## config.mk

```make
export PLATFORM = sky130hd
export DESIGN_NAME = arbitro_mux_l1
export DESIGN_NICKNAME = d
export VERILOG_FILES = /design/src/rtl/arbitro_mux_l1_pkg.sv /design/src/rtl/arbitro_mux_l1_fifo.sv /design/src/rtl/arbitro_mux_l1.sv
export SDC_FILE = /design/constraint.sdc
export NUM_CORES = 1
export LEC_CHECK = 0
export BUFFER_PORTS_ARGS = -buffer_cell sky130_fd_sc_hd__clkbuf_2
export CORE_UTILIZATION = 30
export DETAILED_ROUTE_END_ITERATION = 12
export GPL_ROUTABILITY_DRIVEN = 0
export HOLD_SLACK_MARGIN = 0.12
export PLACE_DENSITY = 0.58
export SETUP_SLACK_MARGIN = 0.3
export SYNTH_ARGS = -nofsm -noshare
export SYNTH_HDL_FRONTEND = slang
export SYNTH_SLANG_ARGS = --single-unit
```

## constraint.sdc

```tcl
create_clock -name clk_2f -period 3.85 [get_ports clk_2f]
set_clock_uncertainty 0.1 [all_clocks]
set_input_delay 0 -clock clk_2f [delete_from_list [all_inputs] [get_ports clk_2f]]
set_output_delay 0 -clock clk_2f [all_outputs]
set_load 0.05 [all_outputs]
```

## src/rtl/arbitro_mux_l1_pkg.sv

```systemverilog
// Shared definitions for the layer-1 round-robin byte scheduler.
// Lane encoding and arbiter state types.
package arbitro_mux_l1_pkg;

  localparam int DATA_WIDTH_DEF = 8;

  localparam logic LANE_0 = 1'b0;
  localparam logic LANE_1 = 1'b1;

  typedef enum logic {
    LAST0 = 1'b0,
    LAST1 = 1'b1
  } last_t;

  // Pretend lane 1 went last so lane 0 wins the first tie.
  localparam last_t LAST_RST = LAST1;

endpackage

```

## src/rtl/arbitro_mux_l1_fifo.sv

```systemverilog
// Per-lane byte FIFO with head-of-queue output.
// Full/empty decode straight from the registered count.
module fifo_lane #(
  parameter int DATA_WIDTH = 8,
  parameter int FIFO_DEPTH = 4,
  parameter int ADDR_WIDTH = 2
) (
  input  logic                  clk,
  input  logic                  rst,
  input  logic                  push,
  input  logic                  pop,
  input  logic [DATA_WIDTH-1:0] din,
  output logic [DATA_WIDTH-1:0] dout,
  output logic                  full,
  output logic                  empty,
  output logic [ADDR_WIDTH:0]   count
);

  logic [DATA_WIDTH-1:0] r_mem [FIFO_DEPTH];
  logic [ADDR_WIDTH-1:0] r_wptr;
  logic [ADDR_WIDTH-1:0] r_rptr;
  logic [ADDR_WIDTH:0]   r_count;
  logic                  w_push;
  logic                  w_pop;

  assign full  = (r_count == (ADDR_WIDTH+1)'(FIFO_DEPTH));
  assign empty = (r_count == '0);
  assign count = r_count;
  assign dout  = r_mem[r_rptr];

  assign w_push = push & ~full;
  assign w_pop  = pop & ~empty;

  always_ff @(posedge clk) begin
    if (w_push) r_mem[r_wptr] <= din;
  end

  always_ff @(posedge clk) begin
    if (rst) begin
      r_wptr  <= '0;
      r_rptr  <= '0;
      r_count <= '0;
    end else begin
      if (w_push) r_wptr <= r_wptr + 1'b1;
      if (w_pop)  r_rptr <= r_rptr + 1'b1;
      unique case ({w_push, w_pop})
        2'b10:   r_count <= r_count + 1'b1;
        2'b01:   r_count <= r_count - 1'b1;
        default: r_count <= r_count;
      endcase
    end
  end

endmodule

```

## src/rtl/arbitro_mux_l1.sv

```systemverilog
// Work-conserving two-lane round-robin byte scheduler.
// One registered grant per clk_2f cycle into data_00.
module arbitro_mux_l1
  import arbitro_mux_l1_pkg::*;
#(
  parameter int DATA_WIDTH = DATA_WIDTH_DEF,
  parameter int FIFO_DEPTH = 4,
  parameter int ADDR_WIDTH = 2
) (
  input  logic                  clk_2f,
  input  logic                  reset,
  input  logic [DATA_WIDTH-1:0] data_0,
  input  logic                  valid_0,
  output logic                  full_0,
  input  logic [DATA_WIDTH-1:0] data_1,
  input  logic                  valid_1,
  output logic                  full_1,
  input  logic                  pause_00,
  output logic [DATA_WIDTH-1:0] data_00,
  output logic                  valid_00,
  output logic                  lane_00,
  output logic                  overflow
);

  logic [DATA_WIDTH-1:0] w_dout0;
  logic [DATA_WIDTH-1:0] w_dout1;
  logic [ADDR_WIDTH:0]   w_cnt0;
  logic [ADDR_WIDTH:0]   w_cnt1;
  logic w_full0, w_full1;
  logic w_empty0, w_empty1;
  logic w_ne0, w_ne1;
  logic w_push0, w_push1;
  logic w_pop0, w_pop1;
  logic w_gnt, w_lane;

  last_t                 r_last;
  logic [DATA_WIDTH-1:0] r_data;
  logic                  r_valid;
  logic                  r_lane;
  logic                  r_ovf;

  assign w_ne0   = (w_cnt0 != '0);
  assign w_ne1   = (w_cnt1 != '0);
  assign w_push0 = valid_0 & ~w_full0;
  assign w_push1 = valid_1 & ~w_full1;
  assign w_pop0  = w_gnt & (w_lane == LANE_0) & ~w_empty0;
  assign w_pop1  = w_gnt & (w_lane == LANE_1) & ~w_empty1;

  fifo_lane #(
    .DATA_WIDTH(DATA_WIDTH),
    .FIFO_DEPTH(FIFO_DEPTH),
    .ADDR_WIDTH(ADDR_WIDTH)
  ) u_fifo0 (
    .clk  (clk_2f),
    .rst  (reset),
    .push (w_push0),
    .pop  (w_pop0),
    .din  (data_0),
    .dout (w_dout0),
    .full (w_full0),
    .empty(w_empty0),
    .count(w_cnt0)
  );

  fifo_lane #(
    .DATA_WIDTH(DATA_WIDTH),
    .FIFO_DEPTH(FIFO_DEPTH),
    .ADDR_WIDTH(ADDR_WIDTH)
  ) u_fifo1 (
    .clk  (clk_2f),
    .rst  (reset),
    .push (w_push1),
    .pop  (w_pop1),
    .din  (data_1),
    .dout (w_dout1),
    .full (w_full1),
    .empty(w_empty1),
    .count(w_cnt1)
  );

  always_comb begin
    w_gnt  = 1'b0;
    w_lane = LANE_0;
    if (!pause_00) begin
      unique case (1'b1)
        (w_ne0 & w_ne1): begin
          w_gnt  = 1'b1;
          w_lane = (r_last == LAST1) ? LANE_0 : LANE_1;
        end
        (w_ne0 & ~w_ne1): begin
          w_gnt  = 1'b1;
          w_lane = LANE_0;
        end
        (~w_ne0 & w_ne1): begin
          w_gnt  = 1'b1;
          w_lane = LANE_1;
        end
        default: begin
          w_gnt  = 1'b0;
          w_lane = LANE_0;
        end
      endcase
    end
  end

  always_ff @(posedge clk_2f) begin
    if (reset) begin
      r_last  <= LAST_RST;
      r_data  <= '0;
      r_valid <= 1'b0;
      r_lane  <= LANE_0;
      r_ovf   <= 1'b0;
    end else begin
      r_valid <= w_gnt;
      if (w_gnt) begin
        r_data <= (w_lane == LANE_1) ? w_dout1 : w_dout0;
        r_lane <= w_lane;
        r_last <= last_t'(w_lane);
      end
      if ((valid_0 & w_full0) | (valid_1 & w_full1))
        r_ovf <= 1'b1;
    end
  end

  assign full_0   = w_full0;
  assign full_1   = w_full1;
  assign data_00  = r_data;
  assign valid_00 = r_valid;
  assign lane_00  = r_lane;
  assign overflow = r_ovf;

endmodule
```

==> results.py, run 1 <==
metrics = {
    "cells_and_area": {
        "final_nets": 323,
        "instances_no_fill": 463,
        "layout-drive-gt1-share_pct": 25.8,
        "fillerInstances": 1158,
        "syn_to_final_growth_pct": 22.6,
        "final_util_pct": 38.1,
        "num_antenna_cells": 0,
    },
    "clock_network": {
        "ctsRootBufferMaster": "clkbuf_16",
        "cts.clk_slew.worst_paths_ns": 0.06,
        "cts.sinks": 94,
        "h-tree-depth": 3,
        "cts_buffers": 9,
        "clock_path_buffers": 2,
        "cts-resized-gates": 0,
        "clkLatencyLatePin_ns": 0.34,
        "cts_tree": "built",
    },
    "yosys": {
        "synth.most_common_cell": "edfxtp_1",
        "ys_warn_count": 0,
        "synth_cells": 235,
        "synth_ff_type": "edfxtp_1",
        "synth-edff-count": 64,
        "yosysTopAreaCellShare_pct": 51.0,
        "async_reset_ff_share_pct": 0,
        "synth_common_cells": "64 x edfxtp_1, 30 x dfxtp_1, 27 x nor2_1",
        "synth.largest_area_cell": "edfxtp_1",
        "syn-cell-area_um2": 3770,
        "synth_nets": 268,
        "synthTopCellsByArea": "edfxtp_1 51%, dfxtp_1 16%, mux4_2 9.6%, ha_1 3.3%, nor2_1 2.7%",
        "ys_ff_latch": 94,
        "synth_cell_type_count": 32,
        "avgSynthCellArea_um2": 16.0,
        "yosysSeqAreaShare_pct": 67.0,
    },
    "sta": {
        "timing.fmax_mhz": 399,
        "layout_min_cycle_time_ns": 2.50,
        "finalSetupViolCount": 0,
        "finalHoldViolations": 0,
        "final.setup.tns_ns": 0,
        "hold_ws_ns": 0.183,
        "maxSlewHeadroom_pct": 54.6,
        "timing.final.crit_share_pct": 65.1,
        "max_slew.worst_pin.slew_ns": 0.681,
        "rsz0062_at_grt": "no",
        "slew_violations": 0,
    },
    "worst_setup_path": {
        "path_cells": "nor3b_1 -> nor2b_1 -> inv_1 -> ha_1 -> inv_1 -> fa_1 -> xor2_1 -> or3_1 -> a21oi_1",
        "crit_slowest_cell": "fa_1",
        "crit_arrival_ns": 2.66,
        "crit_required_ns": 4.00,
        "critical-path-max-stage-delay_ns": 0.42,
        "crit_family": "simple AND/OR/NAND/NOR gates",
        "cp_max_fo": 7,
        "critPathCaptureType": "flip-flop",
        "worstSetupStartpointType": "flip-flop",
        "crit_type": "flip-flop to flip-flop",
        "crit_buf_inv": 2,
        "crit_path_frequent_cell": "inv_1",
    },
    "placed_design": {
        "post-place-cells": 427,
        "io_buffer_count": 33,
        "dp_hpwl_mm": 4.61,
    },
    "drt": {
        "top_layer_used": "met4",
        "wl_met2_mm": 3.28,
        "wl_met1_mm": 3.14,
        "routedWlPerCell_um": 14.6,
        "routed-wl-met3_um": 213,
        "ant_nets": 0,
        "vias_per_cell": 4.35,
        "via_count": 2015,
        "drc_errors": 0,
        "drt_iter0_drc": 63,
        "drt-pass1-iter-count": 4,
        "wl_mm": 6.77,
    },
    "power": {
        "powerDensity_nw_per_um2": 735,
        "swShare_pct": 33.4,
        "p_leak_nw": 1.63,
        "combPwrFrac_pct": 30.8,
        "finalPower_w": 0.00340,
        "p_int_w": 0.00226,
        "clockPowerShare_pct": 27.2,
        "peakVddDrop_mv": 0.256,
        "sequentialPowerShare_pct": 41.9,
        "p_sw_w": 0.00114,
    },
    "outcome": {
        "status": "finished, final reports clean",
    },
    "grt": {
        "antenna_found_initial": 0,
        "grt.total_usage_pct": 11.6,
        "grt_max_degree": 29,
        "grt_pass1_vias": 2047,
        "overflow": 0,
        "grt_pass1_wl_mm": 10.9,
    },
    "floorplan": {
        "row_count": 40,
        "io_pins": 34,
        "die_y_um": 114,
        "core_area_um2": 12100,
        "dieArea_um2": 13000,
        "start_util_pct": 31.1,
        "fp.dieW_um": 114,
    },
    "hold_path": {
        "min_path_type": "primary input to flip-flop",
    },
    "flow_run": {
        "cap_violations": 0,
    },
}
-- power by group through the flow --
stage	Clock, W	Combinational (W)	Sequential (W)
2_1_floorplan	0	0.000698	0.00154
3_3_place_gp	0	0.00103	0.00145
3_5_place_dp	0	0.00103	0.00145
4_1_cts	0.000953	0.00106	0.00143
5_1_grt	0.000993	0.00115	0.00145
6_report	0.000925	0.00105	0.00142
-- routing by layer --
metal  vias to the layer above  global-route usage, %
li1                        981                      -
met1                       986                   14.9
met2                        38                   18.5
met3                        10                   2.96
met4                         0                   5.45
met5                         -                      0
-- final cells by class --
type | count | area, um2 | share of cell area (%)
repair buffers | 55 | 380 | 8.24
inverters | 14 | 52.6 | 1.14
clock inverters | 7 | 87.6 | 1.90
well taps | 168 | 210 | 4.55
flip-flops and latches | 94 | 2520 | 54.6
multi-input cells | 116 | 1140 | 24.7
clock buffers | 9 | 225 | 4.88
-- repair_timing --
action                    4_1_cts  5_1_grt
buffers inserted                0        0
hold endpoints to repair       73        0
hold buffers                   20        0
-- worst paths after layout --
kind,from,end,slack (ns),cells past startpoint
max reg2reg,u_fifo1.count[2],u_fifo1.count[2],1.35,9
max,u_fifo1.count[2],u_fifo1.count[2],1.35,9
min reg2reg,data_00[1],data_00[1],0.40,2
min,reset,lane_00,0.18,2
-- worst reg2reg max path: cells and delay by family (launching register included) --
| kind | cells | cell delay, ns |
|---|---|---|
| and+or+nand+nor | 3 | 0.86 |
| DFF | 1 | 0.40 |
| buffers and inverters | 2 | 0.16 |
| AOI/OAI and AO/OA | 1 | 0.15 |
| xor gates and xnor gates | 1 | 0.16 |
| adders and majority gates | 2 | 0.60 |
-- cell families (layout without fill, tap and decap cells) --
family,after synthesis,count (layout),synth area share [%]
adders and majority gates,12,12,4.38
DFF,94,94,67.0
xor gates and xnor gates,10,10,2.32
AOI/OAI and AO/OA,22,22,4.82
muxes,26,26,12.2
and+or+nand+nor,46,46,6.51
buffers and inverters,25,85,2.79
-- metrics by stage --
stage / instance area [um2] / setup slack (ns)
6_report: 4620 / 1.35
5_1_grt: 4620 / 1.20
4_1_cts: 4620 / 1.34
3_5_place_dp: 4110 / 1.34
3_3_place_gp: 4110 / 1.44
2_1_floorplan: 3770 / 0.453
-- flip-flops by register name (all words and copies together) (netlist names), named ones only --
register,cells
u_fifo0.count,3
u_fifo1.count,3
u_fifo0.r_mem,32
u_fifo1.r_mem,32
u_fifo0.r_wptr,2
valid_00,1
r_last,1
u_fifo0.r_rptr,2
u_fifo1.r_wptr,2
lane_00,1
data_00,8
u_fifo1.r_rptr,2
overflow,1
-- layout by cell type (no fill, tap or decap), types with 8 or more instances in the layout --
cell | synthesis | layout
nor2_1 | 27 | 27
inv_1 | 14 | 14
ha_1 | 10 | 10
and2_1 | 8 | 8
mux2i_1 | 10 | 10
mux4_2 | 16 | 16
dlygate4sd3_1 | 0 | 20
dfxtp_1 | 30 | 30
edfxtp_1 | 64 | 64
clkbuf_16 | 0 | 9
clkbuf_2 | 0 | 33
No activity file was read; power rests on OpenSTA's default activity.
==> run 2, diff against run 1 <==
--- a/config.mk
+++ b/config.mk
@@ -5,12 +5,13 @@
 export SDC_FILE = /design/constraint.sdc
 export NUM_CORES = 1
 export LEC_CHECK = 0
+export ABC_AREA = 1
 export BUFFER_PORTS_ARGS = -buffer_cell sky130_fd_sc_hd__clkbuf_2
 export CORE_UTILIZATION = 30
 export DETAILED_ROUTE_END_ITERATION = 12
 export GPL_ROUTABILITY_DRIVEN = 0
 export HOLD_SLACK_MARGIN = 0.12
-export PLACE_DENSITY = 0.58
+export PLACE_DENSITY = 0.59
 export SETUP_SLACK_MARGIN = 0.3
 export SYNTH_ARGS = -nofsm -noshare
 export SYNTH_HDL_FRONTEND = slang
==> constraint.sdc (replaced) <==
create_clock -name clk_2f -period 2.3 [get_ports clk_2f]
set_clock_uncertainty 0.1 [all_clocks]
set_input_delay 0 -clock clk_2f [delete_from_list [all_inputs] [get_ports clk_2f]]
set_output_delay 0 -clock clk_2f [all_outputs]
set_load 0.05 [all_outputs]
==> results.py, run 2 <==
metrics = {
    "outcome": {
        "status": "finished, violations left",
        "violations": "DRC",
    },
    "drt": {
        "top_layer_used": "met4",
        "via_count": 2881,
        "vias_per_cell": 4.27,
        "routed-wl-met3_um": 288,
        "drt-pass1-iter-count": 8,
        "drt_iter0_drc": 123,
        "routedWlPerCell_um": 12.0,
        "drc_errors": 1,
        "wl_mm": 8.12,
        "wl_met2_mm": 4.18,
        "wl_met1_mm": 3.58,
        "ant_nets": 0,
    },
    "power": {
        "finalPower_w": 0.00611,
        "peakVddDrop_mv": 0.422,
        "p_sw_w": 0.00235,
        "swShare_pct": 38.4,
        "powerDensity_nw_per_um2": 1200,
        "p_leak_nw": 2.22,
        "p_int_w": 0.00377,
        "combPwrFrac_pct": 37.3,
        "sequentialPowerShare_pct": 38.0,
        "clockPowerShare_pct": 24.6,
    },
    "yosys": {
        "synth_common_cells": "115 x nand2_1, 72 x inv_1, 64 x edfxtp_1",
        "synth-compound-area-share_pct": 5.02,
        "synth.most_common_cell": "nand2_1",
        "syn-cell-area_um2": 4060,
        "synth_cell_type_count": 21,
        "synth.largest_area_cell": "edfxtp_1",
        "ys_ff_latch": 94,
        "synth_ff_type": "edfxtp_1",
        "yosysTopAreaCellShare_pct": 47.3,
        "synthTopCellsByArea": "edfxtp_1 47%, dfxtp_1 15%, nand2_1 11%, inv_1 6.7%, nand3_1 5.8%",
        "yosys.area_share.simple_pct": 19.5,
        "synth_top_family_by_area": "simple AND/OR/NAND/NOR gates",
        "muxShareOfSynthArea_pct": 0,
        "synth_fa_ha_area_share_pct": 4.06,
        "synth-edff-count": 64,
        "synth_nets": 454,
        "ys_warn_count": 0,
        "synth_xor_area_share_pct": 0,
        "yosysSeqAreaShare_pct": 62.1,
        "synth_cells": 421,
        "avgSynthCellArea_um2": 9.65,
        "async_reset_ff_share_pct": 0,
    },
    "grt": {
        "grt_pass1_wl_mm": 13.1,
        "grt_max_degree": 18,
        "grt_pass1_vias": 2773,
        "grt.total_usage_pct": 12.0,
        "antenna_found_initial": 0,
        "overflow": 0,
    },
    "floorplan": {
        "io_pins": 34,
        "die_y_um": 118,
        "fp.dieW_um": 118,
        "core_area_um2": 13200,
        "dieArea_um2": 14000,
        "row_count": 42,
        "start_util_pct": 30.7,
    },
    "sta": {
        "rsz0062_at_grt": "yes",
        "finalHoldViolations": 0,
        "maxSlewHeadroom_pct": 73.0,
        "layout_min_cycle_time_ns": 1.90,
        "final.setup.tns_ns": 0,
        "finalSetupViolCount": 0,
        "timing.fmax_mhz": 525,
        "slew_violations": 0,
        "timing.final.crit_share_pct": 82.8,
        "max_slew.worst_pin.slew_ns": 0.404,
    },
    "clock_network": {
        "clkLatencyLatePin_ns": 0.34,
        "h-tree-depth": 3,
        "cts.clk_slew.worst_paths_ns": 0.07,
        "clock_path_buffers": 2,
        "cts_buffers": 9,
        "cts_tree": "built",
        "ctsRootBufferMaster": "clkbuf_16",
        "cts.sinks": 94,
    },
    "flow_run": {
        "cap_violations": 0,
    },
    "worst_setup_path": {
        "worstSetupStartpointType": "flip-flop",
        "crit_required_ns": 2.42,
        "crit_type": "flip-flop to flip-flop",
        "critPathCaptureType": "flip-flop",
        "cp_max_fo": 3,
        "crit_arrival_ns": 2.03,
    },
    "cells_and_area": {
        "layout-drive-gt1-share_pct": 19.8,
        "most-common-layout-cells": "109 x nand2_1, 70 x inv_1, 64 x edfxtp_1",
        "syn_to_final_growth_pct": 25.6,
        "num_antenna_cells": 0,
        "final_common_cell": "nand2_1",
        "fillerInstances": 1352,
        "final_util_pct": 38.6,
        "final_nets": 527,
    },
    "placed_design": {
        "dp_hpwl_mm": 5.59,
        "io_buffer_count": 33,
    },
    "hold_path": {
        "min_path_type": "primary input to flip-flop",
    },
}
run 2: cell count changes after synthesis, moves of 10 or more:
| cell | previous run | this run |
|---|---|---|
| nand2_1 | 0 | 115 |
| nand3_1 | 0 | 47 |
| o21ai_0 | 2 | 13 |
| mux2i_1 | 10 | 0 |
| inv_1 | 14 | 72 |
| a21oi_1 | 6 | 23 |
| mux4_2 | 16 | 0 |
run 2: final timing paths:
kind	startpoint	endpoint	slack, ns	cells past startpoint
setup reg to reg	u_fifo1.count[1]	u_fifo0.count[2]	0.40	12
hold / removal	data_1[3]	u_fifo1.r_mem[1][3]	0.32	2
hold reg to reg	data_00[4]	data_00[4]	0.37	2
setup / recovery	u_fifo1.count[1]	u_fifo0.count[2]	0.40	12
run 2: kinds of logic (layout without fill, tap and decap cells):
group	count (synthesis)	after routing
DFF	94	94
AOI/OAI and AO/OA	38	38
buffers and inverters	89	167
adders and majority gates	12	12
and+or+nand+nor	188	188
run 2: metal layers:
layer / track usage, % / vias to the layer above
met2: 21.6 / 45
met4: 2.53 / 0
met5: 0 / -
met1: 14.1 / 1340
li1: - / 1488
met3: 3.57 / 8
run 2: metrics by stage:
| step | setup slack, ns | cell area (um2) | hold slack, ns | instances |
|---|---|---|---|---|
| final | 0.396 | 5110 | 0.320 | 675 |
| after global routing | 0.268 | 5110 | 0.323 | 675 |
| after CTS | 0.305 | 5050 | 0.314 | 673 |
| after detailed placement | 0.0929 | 4460 | 0.129 | 631 |
| after global placement | 0.153 | 4460 | 0.118 | 631 |
| after floorplan | 0.294 | 4070 | -0.0309 | 421 |
run 2: power groups by stage:
stage | registers [W] | logic [W] | clock network (W)
2_1_floorplan | 0.00255 | 0.00135 | 0
3_3_place_gp | 0.00233 | 0.00198 | 0
3_5_place_dp | 0.00234 | 0.00204 | 0
4_1_cts | 0.00232 | 0.00219 | 0.00154
5_1_grt | 0.00236 | 0.00255 | 0.00161
6_report | 0.00233 | 0.00228 | 0.00151
run 2: area by class of cell:
cell class | count | area [um2] | share of cell area [%]
clock buffer | 9 | 225 | 4.41
clock inverter | 7 | 81.3 | 1.59
inverter | 77 | 294 | 5.76
multi-input combinational | 238 | 1220 | 24.0
sequential | 94 | 2530 | 49.6
tap | 176 | 220 | 4.31
timing repair buffer | 74 | 528 | 10.3
run 2: timing repair:
item	in CTS	in global routing
setup endpoints to repair	4	3
resized for setup	10	16
buffers inserted	4	2
hold endpoints to repair	84	0
hold buffers	22	0
pin swaps	6	12
run 2: critical path: stages (launching register included):
cell and delay [ns]:
dfxtp_4 0.36, nor2_4 0.14, a21oi_4 0.09, nand2_4 0.07, nand2_2 0.05, inv_2 0.07
ha_4 0.14, inv_4 0.04, fa_2 0.33, a21oi_1 0.15, o21ai_1 0.10, o21ai_1 0.12
a21oi_1 0.05
